## config.mk

```make
export PLATFORM = sky130hd
export DESIGN_NAME = fp_add_initiator
export DESIGN_NICKNAME = d
export VERILOG_FILES = /design/src/rtl/fp_req_pkg.sv /design/src/rtl/sync_fifo.sv /design/src/rtl/fp_add_initiator.sv
export SDC_FILE = /design/constraint.sdc
export NUM_CORES = 1
export LEC_CHECK = 0
export CAP_MARGIN = 20
export CELL_PAD_IN_SITES_DETAIL_PLACEMENT = 1
export CELL_PAD_IN_SITES_GLOBAL_PLACEMENT = 1
export CORE_UTILIZATION = 30
export CTS_BUF_LIST = sky130_fd_sc_hd__clkbuf_8
export DETAILED_ROUTE_END_ITERATION = 10
export HOLD_SLACK_MARGIN = 0.1
export PLACE_DENSITY_LB_ADDON = 0.1
export SLEW_MARGIN = 20
export SYNTH_ARGS = -nofsm -noshare
export SYNTH_HDL_FRONTEND = slang
export SYNTH_SLANG_ARGS = --single-unit
```

## constraint.sdc

```tcl
create_clock -name clk -period 3.9 [get_ports clk]
set_input_delay 0.39 -clock clk [delete_from_list [all_inputs] [get_ports clk]]
set_output_delay 0.39 -clock clk [all_outputs]
set_load 0.03 [all_outputs]
```

## src/rtl/fp_req_pkg.sv

```systemverilog
// rtl/fp_req_pkg.sv - shared types and constants for the fp_add requester
package fp_req_pkg;

    localparam int FP_MSB  = 31;
    localparam int FP_FMSB = 22;
    localparam int EMSB    = ((FP_MSB - 1) - FP_FMSB) - 1;

    typedef enum logic [1:0] {
        IDLE    = 2'd0,
        LOAD    = 2'd1,
        WAIT_LO = 2'd2,
        WAIT_HI = 2'd3
    } state_t;

    function automatic int word_w(input int msb);
        return msb + 1;
    endfunction

endpackage

```

## src/rtl/sync_fifo.sv

```systemverilog
// rtl/sync_fifo.sv - synchronous FIFO with first-word-fall-through head
module sync_fifo #(
    parameter int WIDTH = 64,
    parameter int DEPTH = 4
) (
    input  logic             clk,
    input  logic             rst,
    input  logic             in_valid,
    output logic             in_ready,
    input  logic [WIDTH-1:0] in_data,
    output logic             out_valid,
    input  logic             out_ready,
    output logic [WIDTH-1:0] out_data
);
    localparam int AW = $clog2(DEPTH);
    localparam logic [AW-1:0] PTR_ONE  = AW'(1);
    localparam logic [AW:0]   CNT_ONE  = (AW+1)'(1);
    localparam logic [AW:0]   CNT_FULL = (AW+1)'(DEPTH);

    logic [WIDTH-1:0] r_mem [DEPTH];
    logic [AW-1:0]    r_wr_ptr;
    logic [AW-1:0]    r_rd_ptr;
    logic [AW:0]      r_count;
    logic             w_push;
    logic             w_pop;

    assign in_ready  = (r_count != CNT_FULL) && !rst;
    assign out_valid = (r_count != '0);
    assign out_data  = r_mem[r_rd_ptr];
    assign w_push    = in_valid && in_ready;
    assign w_pop     = out_valid && out_ready;

    // Pointers wrap naturally because DEPTH is a power of two.
    always_ff @(posedge clk) begin
        if (rst) begin
            r_wr_ptr <= '0;
            r_rd_ptr <= '0;
            r_count  <= '0;
        end else begin
            if (w_push) r_wr_ptr <= r_wr_ptr + PTR_ONE;
            if (w_pop)  r_rd_ptr <= r_rd_ptr + PTR_ONE;
            case ({w_push, w_pop})
                2'b10:   r_count <= r_count + CNT_ONE;
                2'b01:   r_count <= r_count - CNT_ONE;
                default: r_count <= r_count;
            endcase
        end
    end

    always_ff @(posedge clk) begin
        if (w_push) r_mem[r_wr_ptr] <= in_data;
    end

endmodule

```

## src/rtl/fp_add_initiator.sv

```systemverilog
// rtl/fp_add_initiator.sv - queues operand pairs and drives the fp_add two-phase req/ack handshake
module fp_add_initiator
    import fp_req_pkg::*;
#(
    parameter int MSB     = 31,
    parameter int FMSB    = 22,
    parameter int DEPTH   = 4,
    parameter int TIMEOUT = 255
) (
    input  logic         clk,
    input  logic         rst,
    input  logic         in_valid,
    output logic         in_ready,
    input  logic [MSB:0] in_a,
    input  logic [MSB:0] in_b,
    output logic         out_valid,
    input  logic         out_ready,
    output logic [MSB:0] out_data,
    output logic         out_timeout,
    output logic         busy,
    output logic         req,
    input  logic         ack,
    input  logic [MSB:0] tx_data,
    output logic [MSB:0] op_a,
    output logic [MSB:0] op_b,
    output logic         enable
);
    localparam int W  = word_w(MSB);
    localparam int CW = $clog2(TIMEOUT + 1);
    localparam logic [CW-1:0] CNT_MAX = CW'(TIMEOUT);
    localparam logic [CW-1:0] CNT_ONE = CW'(1);

    if (FMSB < 1 || FMSB >= MSB - 1 || DEPTH < 2 || (DEPTH & (DEPTH - 1)) != 0) begin : g_param_check
        $error("fp_add_initiator: unsupported parameter set");
    end

    state_t          r_state;
    state_t          w_state_nx;
    logic [W-1:0]    r_op_a;
    logic [W-1:0]    r_op_b;
    logic [W-1:0]    r_out_data;
    logic            r_req;
    logic            r_enable;
    logic            r_out_valid;
    logic            r_out_timeout;
    logic [CW-1:0]   r_cnt;
    logic            w_fifo_valid;
    logic [2*W-1:0]  w_fifo_data;
    logic            w_pop;
    logic            w_done;
    logic            w_expire;

    sync_fifo #(
        .WIDTH (2 * W),
        .DEPTH (DEPTH)
    ) u_fifo (
        .clk       (clk),
        .rst       (rst),
        .in_valid  (in_valid),
        .in_ready  (in_ready),
        .in_data   ({in_a, in_b}),
        .out_valid (w_fifo_valid),
        .out_ready (w_pop),
        .out_data  (w_fifo_data)
    );

    // A launch needs an idle responder and an empty output slot.
    always_comb begin
        w_state_nx = r_state;
        w_pop      = 1'b0;
        w_done     = 1'b0;
        w_expire   = 1'b0;
        case (r_state)
            IDLE: begin
                if (w_fifo_valid && ack && !r_out_valid) begin
                    w_pop      = 1'b1;
                    w_state_nx = LOAD;
                end
            end
            LOAD: w_state_nx = WAIT_LO;
            WAIT_LO: begin
                if (r_cnt == CNT_MAX) begin
                    w_expire   = 1'b1;
                    w_state_nx = IDLE;
                end else if (!ack) begin
                    w_state_nx = WAIT_HI;
                end
            end
            WAIT_HI: begin
                if (ack) begin
                    w_done     = 1'b1;
                    w_state_nx = IDLE;
                end else if (r_cnt == CNT_MAX) begin
                    w_expire   = 1'b1;
                    w_state_nx = IDLE;
                end
            end
            default: w_state_nx = IDLE;
        endcase
    end

    always_ff @(posedge clk) begin
        if (rst) begin
            r_state       <= IDLE;
            r_op_a        <= '0;
            r_op_b        <= '0;
            r_req         <= 1'b0;
            r_enable      <= 1'b0;
            r_cnt         <= '0;
            r_out_valid   <= 1'b0;
            r_out_data    <= '0;
            r_out_timeout <= 1'b0;
        end else begin
            r_state  <= w_state_nx;
            r_enable <= 1'b1;
            if (w_pop) {r_op_a, r_op_b} <= w_fifo_data;
            if (r_state == LOAD) begin
                r_req <= ~r_req;
                r_cnt <= '0;
            end else if ((r_state == WAIT_LO || r_state == WAIT_HI) && r_cnt != CNT_MAX) begin
                r_cnt <= r_cnt + CNT_ONE;
            end
            if (w_done) begin
                r_out_data    <= tx_data;
                r_out_valid   <= 1'b1;
                r_out_timeout <= 1'b0;
            end else if (w_expire) begin
                r_out_data    <= '0;
                r_out_valid   <= 1'b1;
                r_out_timeout <= 1'b1;
            end else if (r_out_valid && out_ready) begin
                r_out_valid <= 1'b0;
            end
        end
    end

    assign op_a        = r_op_a;
    assign op_b        = r_op_b;
    assign req         = r_req;
    assign enable      = r_enable;
    assign out_valid   = r_out_valid;
    assign out_data    = r_out_data;
    assign out_timeout = r_out_timeout;
    assign busy        = (r_state != IDLE) || w_fifo_valid;

endmodule

```

==> metrics.md <==
| Metric | Value |
|---|---|
| Predominant post-synthesis flop cell | `edfxtp_1` |
| Core Box Area | `between 0.04 and 0.05 mm²` |
| Cell count after placement | `between 1.5k and 2k` |
| Gr ovfl total | `0` |
| DIE AREA | `approximately 0.046 mm²` |
| Post-synth top area share | `0.564` |
| Global Route Usage Sum | `0.156` |
| Setup CP Type | `flop to output pin` |
| Synth Area in Compound Gates | `0.0791` |
| CP endpoint kind | `output pin` |
| Fin crit share | `0.700` |
| Max-cap violations | `0` |
| Root Driver | `clkbuf_8` |
| Row count | `77` |
| Count leader, synth | `edfxtp_1` |
| Setup Viol. Count Final | `0` |
| Worst Path Required | `between 3 and 4 ns` |
| Hold-fix buffers, CTS | `0` |
| Type of the tightest min-delay check | `input port to flop` |
| Mapped Nets | `just over 900` |
| Pre-antenna DRT Iters | `5` |
| Setup TNS | `0 ns` |
| Synth Instances | `~800` |
| Port bufs | `202` |
| Fraction of registers with async set/reset | `0` |
| Drt wl/cell | `about 21 µm` |
| Largest net degree at the start of global routing | `67` |
| CTS resizes | `0` |
| Synth Area in Adders | `0.00697` |
| Leak | `about 5.8 nW` |
| Starting Density | `0.306` |
| Cell taking the most area after synthesis | `edfxtp_1` |
| Worst-Skew Late Latency | `~0.60 ns` |
| Top cells by area, synth | `edfxtp_1 56%, dfxtp_1 17%, mux4_2 11%` |
| Slew Limit Fails | `0` |
| Die Span Y | `215 µm` |
| Yosys warns | `0` |
| Dpl hpwl | `21.2 mm` |
| Clock Skews | `0.0188 ns` |
| Number of setup buffers added after CTS | `0` |
| Detail Route Antenna Nets | `0` |
| CP cell instances | `or3_2, or3_1, clkdlybuf4s50_1` |
| Post-Syn Area | `0.0136 mm²` |
| Period minus WS final | `~2.7 ns` |
| PnR Total Power | `between 10 and 15 mW` |
| Max_slew headroom | `0.279` |
| First-pass GRT wire length | `54.5 mm` |
| Max incr delay on CP | `slightly above 0.6 ns` |
| Synth Area in Simple Gates | `0.0441` |
| Startpoint types | `flop` |
| Synth cell count leaders | `256 x edfxtp_1, 117 x dfxtp_1, 72 x nand3_1, 70 x a21oi_1, 66 x o21ai_0` |
| Final net count | `roughly 1.2k` |
| IR drop worst, VDD | `around 0.52 mV` |
| WL final | `roughly 36 mm` |
| Register area share after synthesis | `0.735` |
| Power density over the cells | `around 620 mW/mm²` |
| Initial DRC Count | `approximately 380` |
| Fraction of layout cells with a size suffix above 1 | `0.168` |
| Clock buffer depth | `3` |
| Vias in the first global route | `8,791` |
| TritonCTS clock tree | `yes` |
| Ports | `~200` |
| Largest family of logic cells by synthesized area | `multiplexers` |
| Arrival time worst endpoint | `between 2 and 2.5 ns` |
| DR DRC count | `0` |
| Fmax | `between 0.3 and 0.4 GHz` |
| R2R setup slack | `between 1 and 1.5 ns` |
| Final hold vios | `0` |
| Register clock-pin slew on the reported worst setup and hold paths | `0.05 ns` |
| RSZ-0062 raised after global routing | `false` |
| H-Tree Depth | `3` |
| Sink Count | `between 300 and 400` |
| Via count | `around 8.2k` |
| GPL Wtd Cong | `between 0.6 and 0.7` |
| Max FO, Critical Path | `5` |
| GRT met1 Usage | `0.204` |
| Layout Cells excl Fill | `around 1.7k` |
| Slowest CP cell | `clkdlybuf4s50_1` |
| Mux contribution to synthesized area | `0.109` |
| Grt peak-use layer | `met2` |
| Post-DR vias/cell | `approximately 4.8` |
| Met2 GRT Util | `0.254` |
| Post-synthesis xor/xnor area fraction | `0.00193` |
| TritonCTS buffer count | `70` |
| Netlist cell types | `40` |
| Initial antenna violation count | `2` |
| Design Area, Final | `about 0.018 mm²` |
| Placed inst area | `0.0164 mm²` |
| Post-synth EDFFs | `around 260` |
| Die width | `215 µm` |
| Layout area overhead | `29.8%` |
| Avg Cell Area, Syn | `16.6 µm²` |
| Worst slew pin tran | `around 1.1 ns` |
| Register bit total from synthesis | `between 300 and 400` |
| Status | `complete, no violations` |
| GRT met3 Usage | `0.0386` |
-- path summary, 6_finish.rpt --
check | cells after the start | startpoint | end
worst min-delay path | 2 | rst | u_fifo.r_count[0]
worst max register to register | 9 | u_fifo.r_count[0] | u_fifo.r_count[2]
worst min register to register | 2 | out_timeout | out_timeout
worst max-delay path | 3 | u_fifo.r_count[2] | busy
-- through the flow --
step | setup WS (ns) | util | hold slack (ns)
finish | 1.17 | 0.398 | 0.241
global route | 1.05 | 0.398 | 0.226
CTS | 1.11 | 0.398 | 0.197
detailed placement | 0.833 | 0.368 | 0.445
global placement | 0.891 | 0.368 | 0.438
floorplan | 0.821 | - | 0.475
-- cell families after synthesis --
kind of cell	after synthesis
DFF	373
buffers and inverters	73
muxes	69
adders and majority gates	7
and+or+nand+nor	114
AOI/OAI and AO/OA	183
xor gates and xnor gates	3
-- report_power, final --
part / leakage (nW) / switching (mW) / internal (mW)
combinational: 1.69 / 1.61 / 1.04
sequential: 3.27 / 0.279 / 4.59
clock: 0.793 / 1.61 / 1.85
total: 5.76 / 3.49 / 7.49
-- worst max-delay path: cells and delay by family, from the launching register on --
kind / cells / cell delay [ns]
flip-flops: 1 / 0.34
AND/OR/NAND/NOR: 2 / 0.82
buffers and inverters: 1 / 0.61
-- layout make-up --
cell class,count,area (µm²)
fill,4502,26800
sequential,373,10000
multi-input combinational,376,3330
timing repair buffer,222,2260
clock buffer,79,1090
tap,592,741
clock inverter,51,211
inverter,11,41.3
antenna,1,2.50
-- registers in the layout, summed over array words and instances, names as in the netlist --
signal,cells
req,1
op_b,32
u_fifo.r_wr_ptr,2
u_fifo.r_mem,256
out_data,32
out_valid,1
out_timeout,1
u_fifo.r_count,3
r_state,2
enable,1
r_cnt,8
op_a,32
u_fifo.r_rd_ptr,2
-- cells in the final DEF, fill, tap and decap left out, types with 4 or more instances in the layout --
master | Yosys | layout
o21ai_0 | 66 | 66
and2_4 | 0 | 4
mux2i_1 | 4 | 4
clkdlybuf4s50_1 | 0 | 201
nand3_1 | 72 | 72
nor2_1 | 11 | 10
ha_1 | 6 | 6
a21oi_1 | 70 | 70
nand2_1 | 5 | 5
buf_4 | 3 | 14
clkinv_1 | 0 | 7
inv_1 | 10 | 47
edfxtp_1 | 256 | 256
mux4_2 | 64 | 64
buf_12 | 0 | 7
a22o_1 | 33 | 33
clkbuf_8 | 0 | 79
dfxtp_1 | 117 | 115
-- per-layer routing --
| layer | share of wire | up-vias |
|---|---|---|
| li1 | - | 3729 |
| met1 | 0.46 | 4202 |
| met2 | 0.48 | 187 |
| met3 | 0.047 | 44 |
| met4 | 0.014 | 2 |
| met5 | 0.00022 | - |
Note: power is estimated with default switching activity, not from simulation.
